## src/rtl/seven_sensor_pkg.sv

```systemverilog
// Shared constants for the seven-sensor debounce block: channel count,
// parameter defaults and the width of the per-channel chatter counter.
package seven_sensor_pkg;

  localparam int NUM_SENSORS         = 7;
  localparam int DEBOUNCE_CYCLES_DEF = 4;
  localparam int SYNC_STAGES_DEF     = 2;
  localparam int FAULT_LIMIT_DEF     = 8;
  localparam int FAULT_CNT_W         = 4;

endpackage

```

## src/rtl/seven_sensor_debounce_channel.sv

```systemverilog
// One sensor channel: synchronizer, debounce counter, stable level and update strobe.
// Chatter counting and the sticky fault flag are built only with SENSOR_FAULT_EN defined.
module debounce_channel
  import seven_sensor_pkg::*;
#(
  parameter int DEBOUNCE_CYCLES = DEBOUNCE_CYCLES_DEF,
  parameter int SYNC_STAGES     = SYNC_STAGES_DEF,
  parameter int FAULT_LIMIT     = FAULT_LIMIT_DEF
) (
  input  logic clk,
  input  logic rst,
  input  logic raw,
  output logic stable,
  output logic upd,
  output logic fault
);

  localparam int CW = $clog2(DEBOUNCE_CYCLES + 1);

  logic [SYNC_STAGES-1:0] sync_r;
  logic [CW-1:0]          cnt_r;
  logic [CW-1:0]          cnt_s;
  logic                   stable_r;
  logic                   upd_r;
  logic                   sync_s;
  logic                   hit_s;

  assign sync_s = sync_r[SYNC_STAGES-1];

  // Counter advances while the synchronized level disagrees; hitting the limit accepts it.
  always_comb begin
    hit_s = 1'b0;
    cnt_s = cnt_r;
    if (sync_s != stable_r) begin
      if (cnt_r == CW'(DEBOUNCE_CYCLES - 1)) begin
        hit_s = 1'b1;
        cnt_s = '0;
      end else begin
        cnt_s = cnt_r + CW'(1);
      end
    end else begin
      cnt_s = '0;
    end
  end

  // Synchronizer shift, counter, stable level and the registered update strobe.
  always_ff @(posedge clk) begin
    if (rst) begin
      sync_r   <= '0;
      cnt_r    <= '0;
      stable_r <= 1'b0;
      upd_r    <= 1'b0;
    end else begin
      sync_r <= {sync_r[SYNC_STAGES-2:0], raw};
      cnt_r  <= cnt_s;
      upd_r  <= hit_s;
      if (hit_s) begin
        stable_r <= sync_s;
      end else begin
        stable_r <= stable_r;
      end
    end
  end

  assign stable = stable_r;
  assign upd    = upd_r;

`ifdef SENSOR_FAULT_EN
  logic [FAULT_CNT_W-1:0] fcnt_r;
  logic [FAULT_CNT_W-1:0] fcnt_s;
  logic                   fault_r;
  logic                   abort_s;

  // A counter collapsing from a nonzero value without an update is an aborted transition.
  assign abort_s = (sync_s == stable_r) && (cnt_r != '0);

  // Saturating abort count; never wraps back below the limit.
  always_comb begin
    fcnt_s = fcnt_r;
    if (abort_s && (fcnt_r != {FAULT_CNT_W{1'b1}})) begin
      fcnt_s = fcnt_r + FAULT_CNT_W'(1);
    end else begin
      fcnt_s = fcnt_r;
    end
  end

  // Fault flag is sticky until reset.
  always_ff @(posedge clk) begin
    if (rst) begin
      fcnt_r  <= '0;
      fault_r <= 1'b0;
    end else begin
      fcnt_r  <= fcnt_s;
      fault_r <= fault_r | (fcnt_s >= FAULT_CNT_W'(FAULT_LIMIT));
    end
  end

  assign fault = fault_r;
`else
  assign fault = 1'b0;
`endif

endmodule

```

## src/rtl/seven_sensor_debounce.sv

```systemverilog
// Seven independent debounced sensor channels with registered levels and change reporting.
// Optional chatter detection is enabled with macro SENSOR_FAULT_EN.
module seven_sensor_debounce
  import seven_sensor_pkg::*;
#(
  parameter int DEBOUNCE_CYCLES = DEBOUNCE_CYCLES_DEF,
  parameter int SYNC_STAGES     = SYNC_STAGES_DEF,
  parameter int FAULT_LIMIT     = FAULT_LIMIT_DEF
) (
  input  logic                   clk,
  input  logic                   rst,
  input  logic [NUM_SENSORS-1:0] raw,
  output logic                   X1,
  output logic                   X2,
  output logic                   X3,
  output logic                   X4,
  output logic                   X5,
  output logic                   X6,
  output logic                   X7,
  output logic                   changed,
  output logic [NUM_SENSORS-1:0] change_mask,
  output logic [NUM_SENSORS-1:0] fault
);

  logic [NUM_SENSORS-1:0] stable_s;
  logic [NUM_SENSORS-1:0] upd_s;
  logic [NUM_SENSORS-1:0] x_r;
  logic                   changed_r;
  logic [NUM_SENSORS-1:0] mask_r;

  for (genvar i = 0; i < NUM_SENSORS; i++) begin : g_ch
    debounce_channel #(
      .DEBOUNCE_CYCLES (DEBOUNCE_CYCLES),
      .SYNC_STAGES     (SYNC_STAGES),
      .FAULT_LIMIT     (FAULT_LIMIT)
    ) u_ch (
      .clk    (clk),
      .rst    (rst),
      .raw    (raw[i]),
      .stable (stable_s[i]),
      .upd    (upd_s[i]),
      .fault  (fault[i])
    );
  end

  // Output stage: levels and change report are registered together so they align.
  always_ff @(posedge clk) begin
    if (rst) begin
      x_r       <= '0;
      changed_r <= 1'b0;
      mask_r    <= '0;
    end else begin
      x_r       <= stable_s;
      changed_r <= |upd_s;
      mask_r    <= upd_s;
    end
  end

  assign X1          = x_r[0];
  assign X2          = x_r[1];
  assign X3          = x_r[2];
  assign X4          = x_r[3];
  assign X5          = x_r[4];
  assign X6          = x_r[5];
  assign X7          = x_r[6];
  assign changed     = changed_r;
  assign change_mask = mask_r;

endmodule
```

## config.mk

```make
export PLATFORM = sky130hd
export DESIGN_NAME = seven_sensor_debounce
export DESIGN_NICKNAME = d
export VERILOG_FILES = /design/src/rtl/seven_sensor_pkg.sv /design/src/rtl/seven_sensor_debounce_channel.sv /design/src/rtl/seven_sensor_debounce.sv
export SDC_FILE = /design/constraint.sdc
export NUM_CORES = 1
export LEC_CHECK = 0
export CORE_UTILIZATION = 45
export CTS_BUF_LIST = sky130_fd_sc_hd__clkbuf_16
export DETAILED_ROUTE_END_ITERATION = 8
export GPL_TIMING_DRIVEN = 0
export PLACE_DENSITY = 0.78
export SYNTH_ARGS = -nofsm -noshare
export SYNTH_HDL_FRONTEND = slang
export SYNTH_SLANG_ARGS = --single-unit
```

## constraint.sdc

```tcl
create_clock -name clk -period 1.4 [get_ports clk]
set_input_delay 0.28 -clock clk [delete_from_list [all_inputs] [get_ports clk]]
set_output_delay 0.28 -clock clk [all_outputs]
set_load 0.03 [all_outputs]
```

# --- Word-level counts from Yosys, hierarchy flattened ---
# Index checks and enable logic that the tools add are counted.
totals:
  elab_cells: 81
  romBits: 0
  mem_bits_rw: 0
  latch_bits: 0
  out_inout_bits: 22
  reg_bits: 64
  memories: 0
  input_bits: 9
classes:
  n_lt_le_gt_ge: 0
  eq_ne: 14
  bitwise_logic: 7
  mux: 14
  mul: 0
  n_shift: 0
  add_sub_neg: 7
  n_div: 0
  n_reduce_logical: 8
ops:
  columns: ["op", "n"]
  rows:
  - ["$add 3x1->3 const B", 7]
  - ["$eq 3x2->1 const B", 7]
  - ["$reduce_or 3->1", 7]
  - ["$mux 1", 14]
  - ["$ne 1x1->1", 7]
  - ["$not 1->1", 7]
  - ["$reduce_or 7->1", 1]

# --- Longest topological paths before layout ---
# Gate-level depths: netlist (run 1).
logic_depth:
  depth_word: 3
  ltp_mapped: 4
  ltp_nobuf: 4

# --- Hierarchy ---
# Synthesis (run 1) repeated with hierarchy kept, for this count alone.
hier_totals:
  cells_unflattened: 180
  hier_area_um2: 2175.8
modules_own_cells:
  columns: ["module", "n_inst", "cells_per_inst", "seq_area_each_um2", "area_each_um2"]
  rows:
  - ["debounce_channel", 7, 21, 140.1, 250.2]
  - ["seven_sensor_debounce", 1, 33, 300.3, 424.2]

# --- Worst setup path after synthesis (run 1) ---
# Ideal clock, no wire load.
synth_timing:
  path_type: "register to register"
  from: "register g_ch[1].u_ch.cnt_r[0]"
  to: "register g_ch[1].u_ch.cnt_r[2]"
  period_less_slack_ps: 1053
  required_ps: 1308
  setup_ps: 92
  arrival_ps: 961
  setup_slack_ps: 347
  path_buffers: 0
  stages_incl_launch_ff: 4
  cell_sequence: "dfxtp_1 > ha_1 > ha_1 > nor4_1"
synth_between:
  elab_chain_cells: 2
  elab_cells_between_ends: 3
  classes_between: "1 x add/sub; 1 x eq/ne; 1 x reduce/logical"
synth_rtl:
  columns: ["item", "line_no", "source"]
  rows:
  - ["start: declaration", "seven_sensor_debounce_channel.sv:21", "logic [CW-1:0] cnt_r;"]
  - ["start signal: assignment", "seven_sensor_debounce_channel.sv:55", "cnt_r <= cnt_s;"]
  - ["branches (longest 2 deep; another with $add 3x1->3)", null, null]
# Several ways; the timed one is not identified.
# A chain may end at the register's enable or synchronous reset.

# --- Worst setup path after layout (run 1) ---
layout_timing:
  from: "register changed_r (netlist: changed)"
  to: "output port changed"
layout_rtl:
  columns: ["item", "line_no", "source"]
  rows:
  - ["start: declaration", "seven_sensor_debounce.sv:28", "logic changed_r;"]
  - ["start signal: assignment", "seven_sensor_debounce.sv:54", "changed_r <= |upd_s;"]
  - ["end: declaration", "seven_sensor_debounce.sv:20", "output logic changed,"]
# No word-level cell between the ends.

==> results of run 1 <==
## cell usage after synthesis
master / count
nor3b_1: 7
nor3_1: 1
conb_1: 1
nor2_1: 7
nor2b_1: 28
a21oi_1: 1
inv_1: 7
mux2i_1: 7
nor4b_2: 7
dfxtp_1: 64
ha_1: 14
nor4_1: 15
xnor2_1: 7
buf_2: 3
buf_4: 7
buf_6: 4
## routing by layer
layer | global-route usage (%) | vias up | wire length (um)
li1 | - | 672 | -
met3 | 6.75 | 7 | 131
met4 | 7.84 | 0 | 59
met1 | 17.7 | 587 | 1520
met2 | 23.1 | 25 | 1580
met5 | 0 | - | 0
## flip-flops by register name (all words and copies together) (netlist names)
name and flops:
g_ch.u_ch.cnt_r 21, g_ch.u_ch.sync_r 14, change_mask 7, g_ch.u_ch.stable 7
x_r 7, changed 1, g_ch.u_ch.upd 7
## cell type report
cell class / count / area [um^2]
buffer: 14 / 113
clock buffer: 9 / 225
clock inverter: 6 / 22.5
fill: 425 / 1960
inverter: 7 / 26.3
multi-input combinational: 101 / 796
sequential: 64 / 1280
tap: 54 / 67.6
timing repair buffer: 22 / 201
## kinds of logic (layout without fill, tap and decap cells)
group / after synthesis / in the layout
flops: 64 / 64
simple gates: 65 / 65
other cells: 1 / 7
fa+ha+maj: 14 / 14
buf+inv: 21 / 58
mux: 7 / 7
xor+xnor: 7 / 7
compound gates: 1 / 1
## what timing repair did
item | 4_1_cts | 5_1_grt
gates resized for setup | 15 | 0
endpoints found under the setup margin | 15 | 0
hold buffers | 0 | 0
## per-stage QoR
| stage | worst slack (ns) | hold WS (ns) |
|---|---|---|
| global route | 0.0633 | 0.195 |
| global placement | 0.171 | 0.414 |
| CTS | 0.0818 | 0.183 |
| detailed placement | 0.152 | 0.422 |
| floorplan | 0.347 | 0.405 |
| finish | 0.106 | 0.197 |
## power breakdown
part	internal [mW]	switching, mW
clock	1.14	0.665
combinational	0.0648	0.0818
sequential	1.85	0.0106
total	3.06	0.758
## worst max-delay path by stage
stage	from	endpoint	cells past startpoint
2_1_floorplan	g_ch[1].u_ch.cnt_r[0]$_SDFF_PP0_	g_ch[1].u_ch.cnt_r[2]$_SDFF_PP0_	3
3_3_place_gp	changed$_SDFF_PP0_	changed	1
3_5_place_dp	changed$_SDFF_PP0_	changed	1
4_1_cts	changed$_SDFF_PP0_	changed	1
5_1_grt	x_r[1]$_SDFF_PP0_	X2	1
6_report	changed$_SDFF_PP0_	changed	1
==> summary.txt, run 1 <==
Setup path
  – CP required: 1.12 ns
  – Critical setup path kind: reg -> out
  – FF-to-FF End: g_ch[0].u_ch.cnt_r[2]$_SDFF_PP0_
  – Crit-path leading delay family: buffers and inverters
  – Crit. End Element: output port
  – Reg-to-reg setup timing slack: 0.24 ns
  – Worst path cell trace: dlygate4sd2_1
  – CP bufs+invs: 1
  – Critical-path top delay cell: dlygate4sd2_1
  – Crit Path Max Fanout: 1
  – Worst setup SP type: flip-flop
  – FF-to-FF Start: g_ch[0].u_ch.cnt_r[0]$_SDFF_PP0_
  – Slowest Stage Delay on Critical Path: 0.39 ns
  – Depth of the worst register-to-register path: 3
  – WP data arrival: 1.01 ns

Synth
  – Seq cells post-synth: 64
  – Post-synthesis cell type count: 16
  – Post-synth top area share: 58.4%
  – XOR/XNOR share of the synthesized area: 2.80%
  – Syn Area/Cell: 12.2 um^2
  – Post-Synth Adder-Cell Area: 7.99%
  – Largest family of logic cells by synthesized area: simple AND/OR/NAND/NOR gates
  – Area leader, netlist: dfxtp_1
  – Sequential area share after synthesis: 58.4%
  – Ys Warns: 0
  – Post-Syn Area: 0.00219 mm^2
  – Synth Instances: 180
  – Post-synthesis mux area share: 3.19%
  – Complex-gate fraction of the synthesized area: 0.228%
  – Post-Synth Simple-Gate Area: 20.9%
  – Top cells by area, synth: dfxtp_1 (58%), ha_1 (8.0%), nor2b_1 (8.0%)

Route
  – DRC errors left: 0
  – Vias/cell: 4.66
  – Drt pass-1 iters: 3
  – Routed Antenna Nets: 0
  – Routed vias: 1,291
  – First DRT Iteration DRCs: 34
  – Post-detailed-route wirelength per cell: 11.9 um
  – Drt total wl: 3290 um

STA
  – Unrepaired setup endpoints after global routing: no
  – Final Hold Fails: 0
  – Final setup vio count: 0
  – Min Tclk post-route: 1.29 ns
  – Setup TNS: 0 ns
  – Maximum clock frequency: 773 MHz
  – Final Slew Violations: 0
  – Worst Skew: 0.00305 ns
  – Final period util: 92.4%

Final layout
  – Post-layout util: 58.2%
  – Layout cells sized above 1: 13.5%
  – Most common library cell in the layout ignoring fill and taps: dfxtp_1
  – Final non-filler cell total: 277
  – Ant. Diodes: 0
  – Most frequent cells in the layout: dfxtp_1 (64), nor2b_1 (28), nor4_1 (15), dlygate4sd2_1 (15), ha_1 (14)
  – Final net count: 242
  – Area delta synth->final: 24.6%
  – Finished Cell Area: 0.00273 mm^2

Die
  – Die Y: 71.8 um
  – Core footprint: 0.00469 mm^2
  – Die area: 0.00516 mm^2
  – DIE WIDTH: 71.8 um
  – IO Pins: 31
  – Starting density of the core: 46.7%
  – Row cnt: 25

Global route
  – Total global routing track utilization: 15.0%
  – Pin count of the biggest net entering global routing: 11
  – Vias in the first global route: 1,211
  – First-pass GRT wire length: 5550 um
  – Gr ovfl total: 0
  – Initial antenna violation count: 0

Power
  – Total power per unit cell area: 1400 mW/mm^2
  – Power Total: 3.82 mW
  – VDD IR-drop max: 0.852 mV
  – P_leak: 1.14 nW

Placed design
  – Post-DP Area: 0.00250 mm^2
  – DP HPWL: 2150 um
  – Routability cong.: 0.674
  – Placed cell count: 262
  – IO buf count: 22

Clock tree
  – Setup Fix Bufs, Post-CTS: 0
  – CTS tree: yes
  – Worst-skew pair later-pin latency: 0.31 ns
  – Max Buffers Root-to-Sink: 2
  – Worst-path clk slew: 0.05 ns
  – CTS Buf Count: 9
  – H-Tree Depth: 3
  – CTS Root Buffer Type: clkbuf_16
  – CTS Sinks: 64

Worst hold path
  – Sink of the worst hold path: x_r[6]$_SDFF_PP0_
  – Worst hold path cell count: 2
  – Hold Crit Class: in -> reg
  – Hold_sp: rst

Status
  – Status: finished, final reports clean

Run
  – Max-cap viol count: 0
Power figures use the tool's default switching activity.
==> run 2, diff against run 1 <==
--- a/config.mk
+++ b/config.mk
@@ -5,11 +5,13 @@
 export SDC_FILE = /design/constraint.sdc
 export NUM_CORES = 1
 export LEC_CHECK = 0
+export CORE_ASPECT_RATIO = 0.7
 export CORE_UTILIZATION = 45
 export CTS_BUF_LIST = sky130_fd_sc_hd__clkbuf_16
 export DETAILED_ROUTE_END_ITERATION = 8
+export DONT_BUFFER_PORTS = 1
 export GPL_TIMING_DRIVEN = 0
-export PLACE_DENSITY = 0.78
+export PLACE_DENSITY = 0.7
 export SYNTH_ARGS = -nofsm -noshare
 export SYNTH_HDL_FRONTEND = slang
 export SYNTH_SLANG_ARGS = --single-unit
==> summary.txt, run 2 (synthesis results as in run 1) <==
Final layout
  – Top reg by flops: g_ch.u_ch.cnt_r (unchanged)
  – Ant. Diodes: 0 (unchanged)
  – Most frequent cells in the layout: dfxtp_1 (64), nor2b_1 (28), nor4_1 (15) (was dfxtp_1 (64), nor2b_1 (28), nor4_1 (15), dlygate4sd2_1 (15), ha_1 (14))
  – Area delta synth->final: 15.1% (was 24.6%)
  – Final net count: 220 (was 242)
  – FILL cells: 355 (was 425)
  – Multi-input gate area: 796 um^2 (unchanged)
  – Most common library cell in the layout ignoring fill and taps: dfxtp_1 (unchanged)
  – Layout cells sized above 1: 15.1% (was 13.5%)
  – Max reg flops: 21 (unchanged)
  – Largest regs: g_ch.u_ch.cnt_r: 21 flops, g_ch.u_ch.sync_r: 14 flops (unchanged)
  – FF+latch area: 0.00128 mm^2 (unchanged)

Die
  – Core footprint: 0.00450 mm^2 (was 0.00469 mm^2)
  – IO Pins: 31 (unchanged)
  – Die area: 0.00516 mm^2 (about the same)
  – DIE WIDTH: 85.4 um (was 71.8 um)
  – Die Y: 60.4 um (was 71.8 um)
  – Starting density of the core: 48.7% (was 46.7%)
  – Row cnt: 20 (was 25)

Placed design
  – Pre-CTS setup slack: 0.200 ns (was 0.152 ns)
  – IO buf count: 0 (was 22)
  – Routability cong.: 0.673 (was 0.674)
  – DP HPWL: 2450 um (was 2150 um)

Global route
  – GRT met1 Usage: 17.7% (about the same)
  – Initial antenna violation count: 0 (unchanged)
  – Pin count of the biggest net entering global routing: 11 (unchanged)
  – Total global routing track utilization: 16.9% (was 15.0%)
  – Gr ovfl total: 0 (unchanged)
  – Vias in the first global route: 1,335 (was 1,211)
  – Global route hottest layer: met2 (unchanged)
  – Met2 Usage GRT: 28.7% (was 23.1%)
  – First-pass GRT wire length: 6110 um (was 5550 um)
  – Grt met3 use: 8.71% (was 6.75%)

Route
  – Routed vias: 1,268 (was 1,291)
  – Routed Antenna Nets: 0 (unchanged)
  – Drt pass-1 iters: 4 (was 3)
  – Post-detailed-route wirelength per cell: 14.4 um (was 11.9 um)
  – DRC errors left: 0 (unchanged)
  – Drt total wl: 3670 um (was 3290 um)
  – First DRT Iteration DRCs: 56 (was 34)
  – Vias/cell: 4.99 (was 4.66)

Clock tree
  – CTS Root Buffer Type: clkbuf_16 (unchanged)
  – CTS tree: yes (unchanged)
  – Max Buffers Root-to-Sink: 2 (unchanged)
  – Setup Fix Bufs, Post-CTS: 0 (unchanged)
  – Post-CTS Hold Buffers: 0 (unchanged)
  – CTS resizes: 0 (was 15)
  – Worst-path clk slew: 0.05 ns (about the same)
  – CTS Buf Count: 9 (unchanged)
  – H-Tree Depth: 3 (unchanged)
  – Worst-skew pair later-pin latency: 0.32 ns (was 0.31 ns)
  – CTS Sinks: 64 (unchanged)

STA
  – Final Hold Fails: 0 (unchanged)
  – Final period util: 85.4% (was 92.4%)
  – Min Tclk post-route: 1.19 ns (was 1.29 ns)
  – Final setup vio count: 0 (unchanged)
  – Post-route setup slack: 0.205 ns (was 0.106 ns)
  – Final Slew Violations: 0 (unchanged)
  – Setup TNS: 0 ns (unchanged)
  – Maximum clock frequency: 837 MHz (was 773 MHz)
  – Worst Skew: 0.00332 ns (was 0.00305 ns)
  – Unrepaired setup endpoints after global routing: no (unchanged)

Worst hold path
  – Hold Crit Class: in -> reg (unchanged)
  – Worst hold path cell count: 1 (was 2)

Setup path
  – Crit. End Element: flip-flop (was output port)
  – CP required: 1.62 ns (was 1.12 ns)
  – Critical setup path kind: reg -> reg (was reg -> out)
  – Crit Path Max Fanout: 2 (was 1)
  – Depth of the worst register-to-register path: 3 (unchanged)
  – WP data arrival: 1.41 ns (was 1.01 ns)
  – Worst setup SP type: flip-flop (unchanged)

Power
  – P_leak: 0.970 nW (was 1.14 nW)
  – VDD IR-drop max: 0.836 mV (was 0.852 mV)
  – Total power per unit cell area: 1510 mW/mm^2 (was 1400 mW/mm^2)

Run
  – Max-cap viol count: 0 (unchanged)

Status
  – Status: finished, final reports clean (unchanged)
## run 2: cell types whose count changed in the layout (fill, tap and decap cells not counted), sizes merged
cell,previous run,this run
clkdlybuf4s50,7,0
clkinv,2,4
dlygate4sd2,15,0
inv,11,7
## run 2: worst max-delay path, cell delays in order (launching register included)
cell	delay [ns]
dfxtp_1	0.32
ha_1	0.20
ha_1	0.28
nor4_1	0.30
## run 2: worst paths after layout
path	startpoint	endpoint	slack, ns
hold reg to reg	g_ch[3].u_ch.cnt_r[0]$_SDFF_PP0_	g_ch[3].u_ch.cnt_r[0]$_SDFF_PP0_	0.43
setup / recovery	g_ch[2].u_ch.cnt_r[0]$_SDFF_PP0_	g_ch[2].u_ch.cnt_r[2]$_SDFF_PP0_	0.21
hold / removal	raw[6]	g_ch[6].u_ch.sync_r[0]$_SDFF_PP0_	0.09
setup reg to reg	g_ch[2].u_ch.cnt_r[0]$_SDFF_PP0_	g_ch[2].u_ch.cnt_r[2]$_SDFF_PP0_	0.21
## run 2: area by class of cell
cell class                 count  area share (%)
tap                           55            2.73
clock buffer                   9            8.92
inverter                       7            1.04
multi-input combinational    101            31.5
buffer                        14            4.46
clock inverter                 4           0.595
sequential                    64            50.7
## run 2: routing by layer
layer / up-vias / part of all wire, %
met5: - / 0
met4: 0 / 1.2
met3: 6 / 6.0
met2: 31 / 48
met1: 603 / 44
li1: 628 / -
## run 2: power breakdown
group	total [mW]	switching, mW	internal [mW]
Clock	1.81	0.674	1.14
Combinational	0.131	0.0824	0.0485
Sequential	1.86	0.0112	1.85
## run 2: stage by stage
stage | hold WS (ns) | cells | area [um^2] | power [mW] | util, %
2_1_floorplan | 0.405 | 186 | 2220 | 2.00 | -
3_5_place_dp | 0.416 | 241 | 2280 | 2.03 | 50.7
6_report | 0.0887 | 254 | 2520 | 3.80 | 56.1
5_1_grt | 0.0736 | 254 | 2520 | 3.95 | 56.1
4_1_cts | 0.0798 | 254 | 2520 | 3.85 | 56.1
3_3_place_gp | 0.410 | 241 | 2280 | 2.02 | 50.7
